`config.mk`:
```
export PLATFORM = sky130hd
export DESIGN_NAME = video_regfile
export DESIGN_NICKNAME = d
export VERILOG_FILES = /design/src/rtl/video_regfile_pkg.sv /design/src/rtl/video_scroll_latch.sv /design/src/rtl/video_regfile.sv
export SDC_FILE = /design/constraint.sdc
export NUM_CORES = 1
export LEC_CHECK = 0
export ABC_CLOCK_PERIOD_IN_PS = 2220
export CAP_MARGIN = 0
export CORE_AREA = 2 2 113 115
export DETAILED_ROUTE_END_ITERATION = 10
export DIE_AREA = 0 0 115 117
export PLACE_DENSITY = 0.75
export SETUP_SLACK_MARGIN = 0.2
export SYNTH_ARGS = -nofsm -noshare
export SYNTH_HDL_FRONTEND = slang
export SYNTH_HIERARCHICAL = 1
export SYNTH_SLANG_ARGS = --single-unit
```
`constraint.sdc`:
```
create_clock -name I_clock -period 2.22 [get_ports I_clock]
set_clock_uncertainty 0.1 [all_clocks]
set_input_delay 0.444 -clock I_clock [delete_from_list [all_inputs] [get_ports I_clock]]
set_output_delay 0.444 -clock I_clock [all_outputs]
set_load 0.01 [all_outputs]
```
`src/rtl/video_regfile_pkg.sv`:
```
// Shared register indices, VRAM access states and address-increment constants
// for the PPU register decoder and register file.
package video_regdec_signals;

  localparam int R_ctrl    = 0;
  localparam int R_mask    = 1;
  localparam int R_status  = 2;
  localparam int R_oamaddr = 3;
  localparam int R_oamdata = 4;
  localparam int R_scroll  = 5;
  localparam int R_addr    = 6;
  localparam int R_data    = 7;

  localparam int C_inc_1  = 1;
  localparam int C_inc_32 = 32;

  typedef enum logic [1:0] {
    S_idle = 2'd0,
    S_rd   = 2'd1,
    S_wr   = 2'd2
  } vram_state_e;

  function automatic logic [7:0] status_byte(input logic       vblank,
                                             input logic       spr0,
                                             input logic       ovf,
                                             input logic [7:0] open_bus);
    return {vblank, spr0, ovf, open_bus[4:0]};
  endfunction

endpackage

```
`src/rtl/video_scroll_latch.sv`:
```
// Scroll/address latches: temporary address t, current address v, fine X and
// the shared first/second write toggle w, plus the post-access increment of v.
module video_scroll_latch
  import video_regdec_signals::*;
#(
  parameter int P_inc_wrap = 15
) (
  input  logic                  clk_i,
  input  logic                  rst_i,
  input  logic                  wr_ctrl_i,
  input  logic                  wr_scroll_i,
  input  logic                  wr_addr_i,
  input  logic                  status_rd_i,
  input  logic                  inc_i,
  input  logic                  inc_32_i,
  input  logic [7:0]            data_i,
  output logic [P_inc_wrap-1:0] t_o,
  output logic [P_inc_wrap-1:0] v_o,
  output logic [2:0]            fine_x_o
);

  localparam logic [P_inc_wrap-1:0] L_inc_1  = P_inc_wrap'(C_inc_1);
  localparam logic [P_inc_wrap-1:0] L_inc_32 = P_inc_wrap'(C_inc_32);

  logic [P_inc_wrap-1:0] t_q, t_d;
  logic [P_inc_wrap-1:0] v_q, v_d;
  logic [2:0]            fine_x_q, fine_x_d;
  logic                  w_q, w_d;

  always_comb begin
    t_d      = t_q;
    v_d      = v_q;
    fine_x_d = fine_x_q;
    w_d      = w_q;

    if (wr_ctrl_i) begin
      t_d[11:10] = data_i[1:0];
    end

    if (wr_scroll_i) begin
      if (!w_q) begin
        t_d[4:0] = data_i[7:3];
        fine_x_d = data_i[2:0];
        w_d      = 1'b1;
      end else begin
        t_d[14:12] = data_i[2:0];
        t_d[9:5]   = data_i[7:3];
        w_d        = 1'b0;
      end
    end

    // Second address write copies the freshly completed t into v.
    if (wr_addr_i) begin
      if (!w_q) begin
        t_d[13:8] = data_i[5:0];
        t_d[14]   = 1'b0;
        w_d       = 1'b1;
      end else begin
        t_d[7:0] = data_i;
        v_d      = t_d;
        w_d      = 1'b0;
      end
    end

    if (inc_i) begin
      v_d = v_q + (inc_32_i ? L_inc_32 : L_inc_1);
    end

    if (status_rd_i) begin
      w_d = 1'b0;
    end
  end

  always_ff @(posedge clk_i) begin
    if (rst_i) begin
      t_q      <= '0;
      v_q      <= '0;
      fine_x_q <= '0;
      w_q      <= 1'b0;
    end else begin
      t_q      <= t_d;
      v_q      <= v_d;
      fine_x_q <= fine_x_d;
      w_q      <= w_d;
    end
  end

  assign t_o      = t_q;
  assign v_o      = v_q;
  assign fine_x_o = fine_x_q;

endmodule

```
`src/rtl/video_regfile.sv`:
```
// PPU-side register file: control/mask/OAM address, status flags, PPUDATA
// read buffer and the VRAM access sequencer behind $2007.
//
// state  | meaning
// S_idle | no VRAM access outstanding; $2007 accesses are accepted
// S_rd   | read request held until ack, ack data loads the read buffer
// S_wr   | write request held until ack
module video_regfile
  import video_regdec_signals::*;
#(
  parameter int P_inc_wrap = 15
) (
  input  logic                  I_clock,
  input  logic                  I_reset,
  input  logic [7:0]            I_reg_wrfall,
  input  logic [7:0]            I_reg_rdrise,
  input  logic [7:0]            I_reg_rdfall,
  input  logic [7:0]            I_data,
  output logic [7:0]            O_data,
  input  logic                  I_vblank_set,
  input  logic                  I_vblank_clear,
  input  logic                  I_spr0_hit,
  input  logic                  I_spr_ovf,
  output logic [7:0]            O_ctrl,
  output logic [7:0]            O_mask,
  output logic [7:0]            O_oam_addr,
  output logic                  O_oam_wren,
  output logic [7:0]            O_oam_wdata,
  input  logic [7:0]            I_oam_rdata,
  output logic [P_inc_wrap-1:0] O_v,
  output logic [P_inc_wrap-1:0] O_t,
  output logic [2:0]            O_fine_x,
  output logic                  O_vram_req,
  output logic                  O_vram_we,
  output logic [13:0]           O_vram_addr,
  output logic [7:0]            O_vram_wdata,
  input  logic                  I_vram_ack,
  input  logic [7:0]            I_vram_rdata,
  output logic                  O_nmi
);

  vram_state_e state_q, state_d;

  logic [7:0]  ctrl_q, ctrl_d;
  logic [7:0]  mask_q, mask_d;
  logic [7:0]  oam_addr_q, oam_addr_d;
  logic        oam_wren_q, oam_wren_d;
  logic [7:0]  oam_wdata_q, oam_wdata_d;
  logic [7:0]  open_bus_q, open_bus_d;
  logic        vblank_q, vblank_d;
  logic [7:0]  buf_q, buf_d;
  logic [7:0]  data_q, data_d;
  logic [13:0] vram_addr_q, vram_addr_d;
  logic [7:0]  vram_wdata_q, vram_wdata_d;

  logic                  idle;
  logic                  data_wr;
  logic                  data_rd;
  logic                  vram_go;
  logic [P_inc_wrap-1:0] v_cur;
  logic                  unused_rdfall;

  assign idle    = (state_q == S_idle);
  assign data_wr = I_reg_wrfall[R_data];
  assign data_rd = I_reg_rdfall[R_data];
  // $2007 accesses arriving while a transfer is in flight are dropped entirely.
  assign vram_go = (data_wr | data_rd) & idle;

  assign unused_rdfall = ^{I_reg_rdfall[6:3], I_reg_rdfall[1:0]};

  video_scroll_latch #(
    .P_inc_wrap(P_inc_wrap)
  ) u_scroll (
    .clk_i      (I_clock),
    .rst_i      (I_reset),
    .wr_ctrl_i  (I_reg_wrfall[R_ctrl]),
    .wr_scroll_i(I_reg_wrfall[R_scroll]),
    .wr_addr_i  (I_reg_wrfall[R_addr]),
    .status_rd_i(I_reg_rdfall[R_status]),
    .inc_i      (vram_go),
    .inc_32_i   (ctrl_q[2]),
    .data_i     (I_data),
    .t_o        (O_t),
    .v_o        (v_cur),
    .fine_x_o   (O_fine_x)
  );

  always_comb begin
    state_d = state_q;
    unique case (state_q)
      S_idle: begin
        if (data_wr) begin
          state_d = S_wr;
        end else if (data_rd) begin
          state_d = S_rd;
        end
      end
      S_rd, S_wr: begin
        if (I_vram_ack) begin
          state_d = S_idle;
        end
      end
      default: state_d = S_idle;
    endcase
  end

  always_comb begin
    ctrl_d       = ctrl_q;
    mask_d       = mask_q;
    oam_addr_d   = oam_addr_q;
    oam_wren_d   = 1'b0;
    oam_wdata_d  = oam_wdata_q;
    open_bus_d   = open_bus_q;
    vblank_d     = vblank_q;
    buf_d        = buf_q;
    data_d       = data_q;
    vram_addr_d  = vram_addr_q;
    vram_wdata_d = vram_wdata_q;

    if (|I_reg_wrfall) begin
      open_bus_d = I_data;
    end
    if (I_reg_wrfall[R_ctrl]) begin
      ctrl_d = I_data;
    end
    if (I_reg_wrfall[R_mask]) begin
      mask_d = I_data;
    end

    // The address advances the cycle after the OAM write pulse, so the pulse
    // itself is presented with the pre-increment address.
    if (oam_wren_q) begin
      oam_addr_d = oam_addr_q + 8'd1;
    end
    if (I_reg_wrfall[R_oamaddr]) begin
      oam_addr_d = I_data;
    end
    if (I_reg_wrfall[R_oamdata]) begin
      oam_wren_d  = 1'b1;
      oam_wdata_d = I_data;
    end

    if (vram_go) begin
      vram_addr_d = v_cur[13:0];
    end
    if (data_wr && idle) begin
      vram_wdata_d = I_data;
    end
    if ((state_q == S_rd) && I_vram_ack) begin
      buf_d = I_vram_rdata;
    end

    if (|I_reg_rdrise) begin
      if (I_reg_rdrise[R_status]) begin
        data_d = status_byte(vblank_q, I_spr0_hit, I_spr_ovf, open_bus_q);
      end else if (I_reg_rdrise[R_oamdata]) begin
        data_d = I_oam_rdata;
      end else if (I_reg_rdrise[R_data]) begin
        data_d = buf_q;
      end else begin
        data_d = open_bus_q;
      end
    end

    // A set landing on the status read start is swallowed so the read and the
    // flag agree; the pre-render clear beats everything.
    if (I_vblank_set && !I_reg_rdrise[R_status]) begin
      vblank_d = 1'b1;
    end
    if (I_reg_rdfall[R_status]) begin
      vblank_d = 1'b0;
    end
    if (I_vblank_clear) begin
      vblank_d = 1'b0;
    end
  end

  always_ff @(posedge I_clock) begin
    if (I_reset) begin
      state_q      <= S_idle;
      ctrl_q       <= '0;
      mask_q       <= '0;
      oam_addr_q   <= '0;
      oam_wren_q   <= 1'b0;
      oam_wdata_q  <= '0;
      open_bus_q   <= '0;
      vblank_q     <= 1'b0;
      buf_q        <= '0;
      data_q       <= '0;
      vram_addr_q  <= '0;
      vram_wdata_q <= '0;
    end else begin
      state_q      <= state_d;
      ctrl_q       <= ctrl_d;
      mask_q       <= mask_d;
      oam_addr_q   <= oam_addr_d;
      oam_wren_q   <= oam_wren_d;
      oam_wdata_q  <= oam_wdata_d;
      open_bus_q   <= open_bus_d;
      vblank_q     <= vblank_d;
      buf_q        <= buf_d;
      data_q       <= data_d;
      vram_addr_q  <= vram_addr_d;
      vram_wdata_q <= vram_wdata_d;
    end
  end

  assign O_data       = data_q;
  assign O_ctrl       = ctrl_q;
  assign O_mask       = mask_q;
  assign O_oam_addr   = oam_addr_q;
  assign O_oam_wren   = oam_wren_q;
  assign O_oam_wdata  = oam_wdata_q;
  assign O_v          = v_cur;
  assign O_vram_req   = (state_q != S_idle);
  assign O_vram_we    = (state_q == S_wr);
  assign O_vram_addr  = vram_addr_q;
  assign O_vram_wdata = vram_wdata_q;
  assign O_nmi        = vblank_q & ctrl_q[7];

endmodule

```
# Yosys cells after proc, flatten, opt, wreduce, memory -nomap -nowiden
# Index checks and enable logic that the tools add are counted.
# classes
addsub,2
muxes,26
n_reduce_logical,18
eq_ne,4
bitwise,4
# op_table
op,count
two-way mux 15 bit,4
two-way mux 8 bit,6
OR reduction 8 bit,2
adder 15 bit,1
two-way mux 10 bit,1
two-way mux 5 bit,2
nonzero test 2 bit,5
adder 8 x 1 -> 8 bit (second input constant),1
two-way mux 2 bit,4
two-way mux 7 bit,1
two-way mux 3 bit,2
two-way mux 6 bit,1
AND reduction 2 bit,3
two-way mux 1 bit,4
one-hot mux 2 bit (2 select lines),1
OR reduction 2 bit,2
logical AND 1 bit,3
inequality test 3 bit (second input constant),1
OR reduction 3 bit,1
bitwise AND 1 bit,2
== test 2 x 1 -> 1 bit (second input constant),1
== test 2 bit (second input constant),1
logical NOT 2 bit,1
inequality test 2 bit (second input constant),1
other kinds (3),3
# totals
input_bits,55
register_bits,116

# Logic depth before layout (Yosys ltp)
# Gate-level depths: netlist (run 1).
# depth
ltp_word,5
mapped_depth,11
depth_no_buf,9

# By module
# The synthesis (run 1) kept the hierarchy.
# modules_own_cells
module,cells_each,area_per_inst_um2,n_inst,seq_area_each_um2
video_regfile,378,3344.5,1,1641.6
video_scroll_latch,212,1717.9,1,680.7

# Worst setup path before layout (run 1)
# Ideal clock, no wire load.
# synth_timing
path_kind,register -> register
from,register state_q[0]
to,"register u_scroll.v_q[9], in the netlist u_scroll/v_o[9]"
synth_period_minus_slack_ns,2.458
t_arrival_ns,2.272
stages_incl_launch_ff,11
slack_ns,-0.238
setup_time_ns,0.086
path_cell_list,dfxtp_1 -> inv_1 -> ha_1 -> o21ai_1 -> inv_1 -> buf_1 -> clkbuf_1 -> nor2_1 -> nor2_1 -> mux2_2 -> a211oi_1
# synth_between
elab_chain_cells,4
# synth_lines
element,line,source
start: declaration,video_regfile.sv:42,"vram_state_e state_q, state_d;"
start signal: assignment,video_regfile.sv:180,state_q <= S_idle;
start signal: assignment,video_regfile.sv:193,state_q <= state_d;
logical NOT 2 bit *,video_regfile.sv:63,assign idle = (state_q == S_idle);
bitwise AND 1 bit *,video_regfile.sv:67,assign vram_go = (data_wr | data_rd) & idle;
net vram_go,video_regfile.sv:59,logic vram_go;
nonzero test 2 bit (no line),-,
AND reduction 2 bit (no line),-,
end signal: assignment,video_scroll_latch.sv:82,v_q <= v_d;
end: declaration,video_scroll_latch.sv:26,"logic [P_inc_wrap-1:0] v_q, v_d;"
# Mark *: on every way through the listed nets, which the timed path passes. The rest lies on a longest branch.
# A chain may end at the register's enable or synchronous reset.

# Worst setup path after layout (run 1)
# layout_timing
from,register state_q[1]
to,output O_vram_req
# layout_between
elab_chain_cells,1
# layout_lines
element,line,source
nonzero test 2 bit,video_regfile.sv:215,assign O_vram_req = (state_q != S_idle);
end: declaration,video_regfile.sv:33,"output logic O_vram_req,"
# No other way between the ends.

==> results of run 1 <==
==> timing repair <==
action	4_1_cts	5_1_grt
resized for setup	11	22
endpoints found under the setup margin	18	16
setup buffers	0	2
pin swaps	0	1
==> cell families after synthesis <==
group                    Yosys count  synth area share, %
AND/OR/NAND/NOR                  222                 20.9
AO/OA/AOI/OAI                    154                 19.3
flip-flops                       116                 45.9
buffers and inverters             50                 4.10
multiplexers                      37                 7.41
adder cells (fa/ha/maj)            7                 1.73
XOR/XNOR                           4                0.692
==> synth_stat cells (9+ instances only) <==
cell type / n / area share [%]
a21oi_1: 66 / 6.5
inv_1: 13 / 0.96
a211oi_1: 16 / 2.4
mux2i_1: 33 / 6.5
nand2_1: 71 / 5.3
nand3_1: 41 / 4.1
buf_1: 9 / 0.67
clkbuf_1: 22 / 1.6
nor2_1: 56 / 4.2
dfxtp_1: 116 / 46
o22ai_1: 10 / 1.2
o21ai_0: 18 / 1.8
==> flip-flops by register name (all words and copies together), names as in the netlist, 2 cells and up <==
register / count
u_scroll/t_o: 15
u_scroll/v_o: 15
O_vram_addr: 14
O_ctrl: 8
O_data: 8
O_mask: 8
O_oam_addr: 8
O_oam_wdata: 8
O_vram_wdata: 8
buf_q: 8
open_bus_q: 8
u_scroll/fine_x_o: 3
state_q: 2
==> layout make-up <==
| type | instances | area share (%) |
|---|---|---|
| Multi-Input combinational cell | 424 | 34.3 |
| Sequential cell | 116 | 30.9 |
| Timing Repair Buffer | 193 | 24.1 |
| Clock buffer | 21 | 5.81 |
| Tap cell | 150 | 2.47 |
| Clock inverter | 11 | 1.78 |
| Inverter | 13 | 0.643 |
==> critical path: stages (launching register included) <==
cell           delay, ps
dfxtp_1              340
inv_2                 70
ha_4                 160
buf_6                140
inv_1                 80
dlygate4sd2_1        270
==> power breakdown <==
part	leakage [uW]	switching (uW)	internal [uW]	total, uW
Clock	0.000280	928	1750	2680
Sequential	0.000960	106	2210	2320
Combinational	0.00163	495	505	1000
Total	0.00288	1530	4460	5990
==> through the flow <==
step	total power [uW]	std cells
4_1_cts	6000	926
3_3_place_gp	3280	894
2_1_floorplan	2790	590
5_1_grt	6240	928
3_5_place_dp	3310	894
6_report	5990	928
==> how the worst min path moves through the flow <==
stage,start,end,slack (ps),depth (start not counted)
after global placement,O_vram_addr[6],O_vram_addr[6],350,2
final,I_reset,O_oam_wdata[4],270,2
after detailed placement,buf_q[0],buf_q[0],350,2
after floorplan,buf_q[0],buf_q[0],330,2
after global routing,I_reset,O_mask[7],260,2
after CTS,I_reset,O_oam_wdata[7],250,2
==> layer usage <==
layer / track usage [%] / up-vias / wire, um
met2: 40.1 / 199 / 8090
met3: 5.87 / 33 / 1000
met4: 10.8 / 0 / 350
met5: 0 / - / 0
met1: 28.6 / 2466 / 6740
li1: - / 2480 / -
==> results by group, run 1 <==
Status
  • Status: complete, no violations

Worst setup path
  • Required time of the critical path: 1680 ps
  • Reg2Reg Launch Point: u_scroll/v_o[5]
  • Setup CP Type: reg -> out
  • Critical path peak fanout: 12
  • Startpoint types: flip-flop
  • Critical path endpoint category: primary output
  • Reg2reg end: u_scroll/v_o[14]
  • Worst R2R Setup Slack: 270 ps
  • CP Data Arrival Time: 1470 ps
  • Worst reg2reg path depth: 6
  • Crit. Startpoint: state_q[1]
  • Worst setup path end: O_vram_req

Detailed routing
  • Antenna viol nets, final: 0
  • Drt pass-1 iters: 5
  • Via count: 5178
  • Routed len/inst: 17.4 um
  • DRC viols: 0
  • Total Wirelength: 16.2 mm
  • Drt initial violations: 373
  • Drt via density: 5.58

Clock tree
  • Root Buffer: clkbuf_16
  • Cts hold-fix bufs: 0
  • Clock H-tree levels: 4
  • CTS tree: yes
  • CTS Buf Count: 17
  • Clock sink count: 116
  • Worst-path clk slew: 50 ps
  • Latest clock arrival within the worst-skew pair: 410 ps
  • Max clock buf depth: 2

Cells and area
  • Final Cell Area: 7590 um2
  • Most frequent cells in the layout: 143 x clkdlybuf4s50_1, 99 x dfxtp_1, 71 x nand2_1, 65 x a21oi_1, 55 x nor2_1
  • Multi-input gate area: 2600 um2
  • Commonest non-fill, non-tap cell in the layout: clkdlybuf4s50_1
  • Area added between synthesis and finish: 49.9%
  • FF+latch area: 2340 um2
  • Final core occ: 61.6%
  • Fillers: 1038
  • Layout cells sized above 1: 15.7%
  • Layout Nets: 827
  • Antenna diode count: 0

Yosys
  • Register area share after synthesis: 45.9%
  • Seq cells post-synth: 116
  • Mapped Nets: 652
  • Number of synthesized flops with an enable pin: 0
  • Yosys warning total: 6
  • Distinct cells, synth: 55
  • Main synth FF type: dfxtp_1
  • Post-Syn Instances: 590
  • Asr flop ratio synth: 0%
  • Cell Area, Synth: 5060 um2
  • Avg Cell Area, Syn: 8.58 um2

GRT
  • Global route overflow: 0
  • GRT Overall Usage: 23.7%
  • Initial antenna violation count: 0
  • Pin count of the biggest net entering global routing: 48
  • Vias in the first global route: 4958
  • First-pass GRT wire length: 24.7 mm

Die
  • DIE AREA: 13500 um2
  • Die Y: 117 um
  • Total I/O pin count: 154
  • Die W: 115 um
  • Starting density of the core: 41.1%
  • Row count: 41
  • Total core area: 12300 um2

STA
  • FMAX: 0.497 GHz
  • Max Slew Vio Count: 0
  • Worst hold margin: 268 ps
  • Period utilization: 90.7%
  • Least-Margin Pin Slew: 632 ps
  • Normalized max-slew margin: 57.8%
  • RSZ-0062 raised after global routing: true
  • Setup slack after layout: 207 ps
  • Setup violators final: 0
  • Hold Violations, Final: 0
  • Setup TNS: 0 ps
  • Final Critical Period: 2010 ps

Place
  • DP HPWL: 11.5 mm
  • Placed inst area: 6910 um2
  • Pre-CTS setup slack: -284 ps
  • GP Congestion: 0.832
  • Port Buf Inserts: 147

Hold path
  • Hold Crit Class: in -> reg

Pwr
  • Leak: 0.00288 uW
  • Peak VDD IR: 0.000414 V
  • Power per Cell Area: 790 nW/um2

Job
  • Max cap viols: 0
Power figures use the tool's default switching activity.
==> run 2: changes to the inputs <==
--- a/config.mk
+++ b/config.mk
@@ -11,6 +11,7 @@
 export DETAILED_ROUTE_END_ITERATION = 10
 export DIE_AREA = 0 0 115 117
 export PLACE_DENSITY = 0.75
+export RECOVER_POWER = 25
 export SETUP_SLACK_MARGIN = 0.2
 export SYNTH_ARGS = -nofsm -noshare
 export SYNTH_HDL_FRONTEND = slang
==> run 2 against run 1 <==
Sequential cell count is the same; clock-buffer cell count is the same; worst hold slack gained 3.0 ps; critical path type is now in -> reg.
==> results by group, run 2 (synthesized netlist as in run 1, its figures left out) <==
Cells and area
  • Antenna diode count: 0 (unchanged)
  • Commonest non-fill, non-tap cell in the layout: clkdlybuf4s50_1
  • Most frequent cells in the layout: 138 x clkdlybuf4s50_1, 99 x dfxtp_1, 71 x nand2_1, 65 x a21oi_1, 55 x nor2_1
  • Area added between synthesis and finish: 49.3%
  • Layout cells sized above 1: 14.7% (-1.0 points)
  • Layout Nets: 827 (unchanged)

STA
  • FMAX: 0.489 GHz (-1.6%)
  • RSZ-0062 raised after global routing: true
  • Least-Margin Pin Slew: 661 ps (+29.3 ps)
  • Final Critical Period: 2050 ps (+33.0 ps)
  • Normalized max-slew margin: 55.9% (-1.9 points)
  • Worst hold margin: 271 ps (+2.99 ps)
  • Hold Violations, Final: 0 (unchanged)
  • Setup violators final: 0 (unchanged)
  • Max Slew Vio Count: 0 (unchanged)
  • Period utilization: 92.1% (+1.5 points)
  • Setup slack after layout: 174 ps (-33.0 ps)

Clock tree
  • Latest clock arrival within the worst-skew pair: 410 ps (about the same)
  • CTS Buf Count: 17 (unchanged)
  • Cts hold-fix bufs: 0 (unchanged)
  • Max clock buf depth: 2 (unchanged)
  • CTS tree: yes
  • Worst-path clk slew: 50 ps (about the same)
  • Clock H-tree levels: 4 (unchanged)
  • Root Buffer: clkbuf_16
  • Clock sink count: 116 (unchanged)

GRT
  • Pin count of the biggest net entering global routing: 48 (unchanged)
  • Vias in the first global route: 4958 (unchanged)
  • First-pass GRT wire length: 24.7 mm (unchanged)
  • Initial antenna violation count: 0 (unchanged)
  • GRT Overall Usage: 23.7% (unchanged)
  • Global route overflow: 0 (unchanged)

Die
  • Total core area: 12300 um2 (unchanged)
  • Starting density of the core: 41.1% (unchanged)
  • Total I/O pin count: 154 (unchanged)
  • Row count: 41 (unchanged)
  • DIE AREA: 13500 um2 (unchanged)
  • Die W: 115 um (unchanged)
  • Die Y: 117 um (unchanged)

Hold path
  • Hold Crit Class: in -> reg
  • Hold Crit Start: I_reset
  • Min-Delay Path Depth: 2 (unchanged)
  • Worst hold endpoint: O_mask[3]

Place
  • Port Buf Inserts: 147 (unchanged)
  • DP HPWL: 11.5 mm (unchanged)
  • Pre-CTS setup slack: -284 ps (unchanged)
  • GP Congestion: 0.832 (unchanged)

Pwr
  • Peak VDD IR: 0.000414 V (about the same)
  • Power per Cell Area: 791 nW/um2 (+0.14%)
  • Leak: 0.00285 uW (-0.80%)

Detailed routing
  • Drt pass-1 iters: 5 (unchanged)
  • Routed len/inst: 17.4 um (-0.15%)
  • DRC viols: 0 (unchanged)
  • Drt initial violations: 351 (-5.9%)
  • Antenna viol nets, final: 0 (unchanged)
  • Drt via density: 5.62 (+0.79%)
  • Via count: 5219 (+0.79%)
  • Total Wirelength: 16.2 mm (-0.15%)

Job
  • Max cap viols: 0 (unchanged)

Worst setup path
  • Setup CP Type: in -> reg
  • Reg2Reg Launch Point: state_q[0]
  • Reg2reg end: u_scroll/v_o[11]
  • Required time of the critical path: 2460 ps (+780 ps)
  • Startpoint types: input port
  • Critical path endpoint category: flip-flop
  • Worst reg2reg path depth: 10 (+4)
  • CP Data Arrival Time: 2280 ps (+810 ps)
  • Worst R2R Setup Slack: 200 ps (-70 ps)
  • Critical path peak fanout: 7 (-5)

Status
  • Status: complete, no violations
## run 2: cell count changes in the layout (fill, tap and decap cells not counted), sizes merged
cell           previous run  this run
clkdlybuf4s50           143       138
clkbuf                   21        28
dlygate4sd3               0         5
buf                      47        40
## run 2: layout make-up
| type | instances | area [um2] |
|---|---|---|
| Fill cell | 1050 | 4750 |
| Multi-Input combinational cell | 424 | 2600 |
| Timing Repair Buffer | 193 | 1800 |
| Clock buffer | 21 | 440 |
| Clock inverter | 11 | 135 |
| Tap cell | 150 | 188 |
| Sequential cell | 116 | 2340 |
| Inverter | 13 | 48.8 |
## run 2: worst max path at each step
stage                                from          endpoint  slack (ps)  cells after the start
final                     I_reg_rdfall[7]  u_scroll/v_o[11]         170                      9
after global routing      I_reg_rdfall[7]  u_scroll/v_o[11]         100                      9
after CTS                      state_q[0]        O_vram_req          70                      5
after detailed placement  I_reg_rdfall[7]  u_scroll/v_o[12]        -280                      9
after global placement    I_reg_rdfall[7]  u_scroll/v_o[12]        -240                      9
after floorplan                state_q[1]   u_scroll/v_o[9]         210                     10
## run 2: stage by stage
step | TNS (ps) | cells | util (%) | power (uW) | area, um2
after global routing | 0 | 928 | 61.4 | 6230 | 7560
after CTS | 0 | 926 | 60.9 | 6000 | 7500
after global placement | -1630 | 894 | 56.2 | 3280 | 6910
after floorplan | 0 | 590 | - | 2790 | 5080
final | 0 | 928 | 61.4 | 5980 | 7560
after detailed placement | -2610 | 894 | 56.2 | 3310 | 6910
## run 2: repair_timing
item                                    CTS  global route
buffers inserted                          0             2
endpoints found under the setup margin   18            16
pin swaps                                 0             1
resized for setup                        11            22
## run 2: report_power, final
part | leakage (uW) | total [uW] | switching [uW] | internal, uW
combinational | 0.00161 | 990 | 494 | 496
clock | 0.000280 | 2670 | 925 | 1750
sequential | 0.000960 | 2320 | 107 | 2210
## run 2: layer usage
metal / routed length [um] / part of all wire, % / GRT usage [%] / vias to the layer above
met2: 8030 / 50 / 40.1 / 212
met4: 364 / 2.3 / 10.8 / 0
met5: 0 / 0 / 0 / -
li1: - / - / - / 2489
met1: 6770 / 42 / 28.6 / 2484
met3: 1010 / 6.2 / 5.87 / 34
## run 2: worst max-delay path: stages
cell and delay (ps):
clkdlybuf4s50_1 520, o21ai_2 90, inv_1 210, nand4_1 150
o21ai_2 220, buf_4 130, nand3_1 90, o32a_1 300
a21oi_1 140
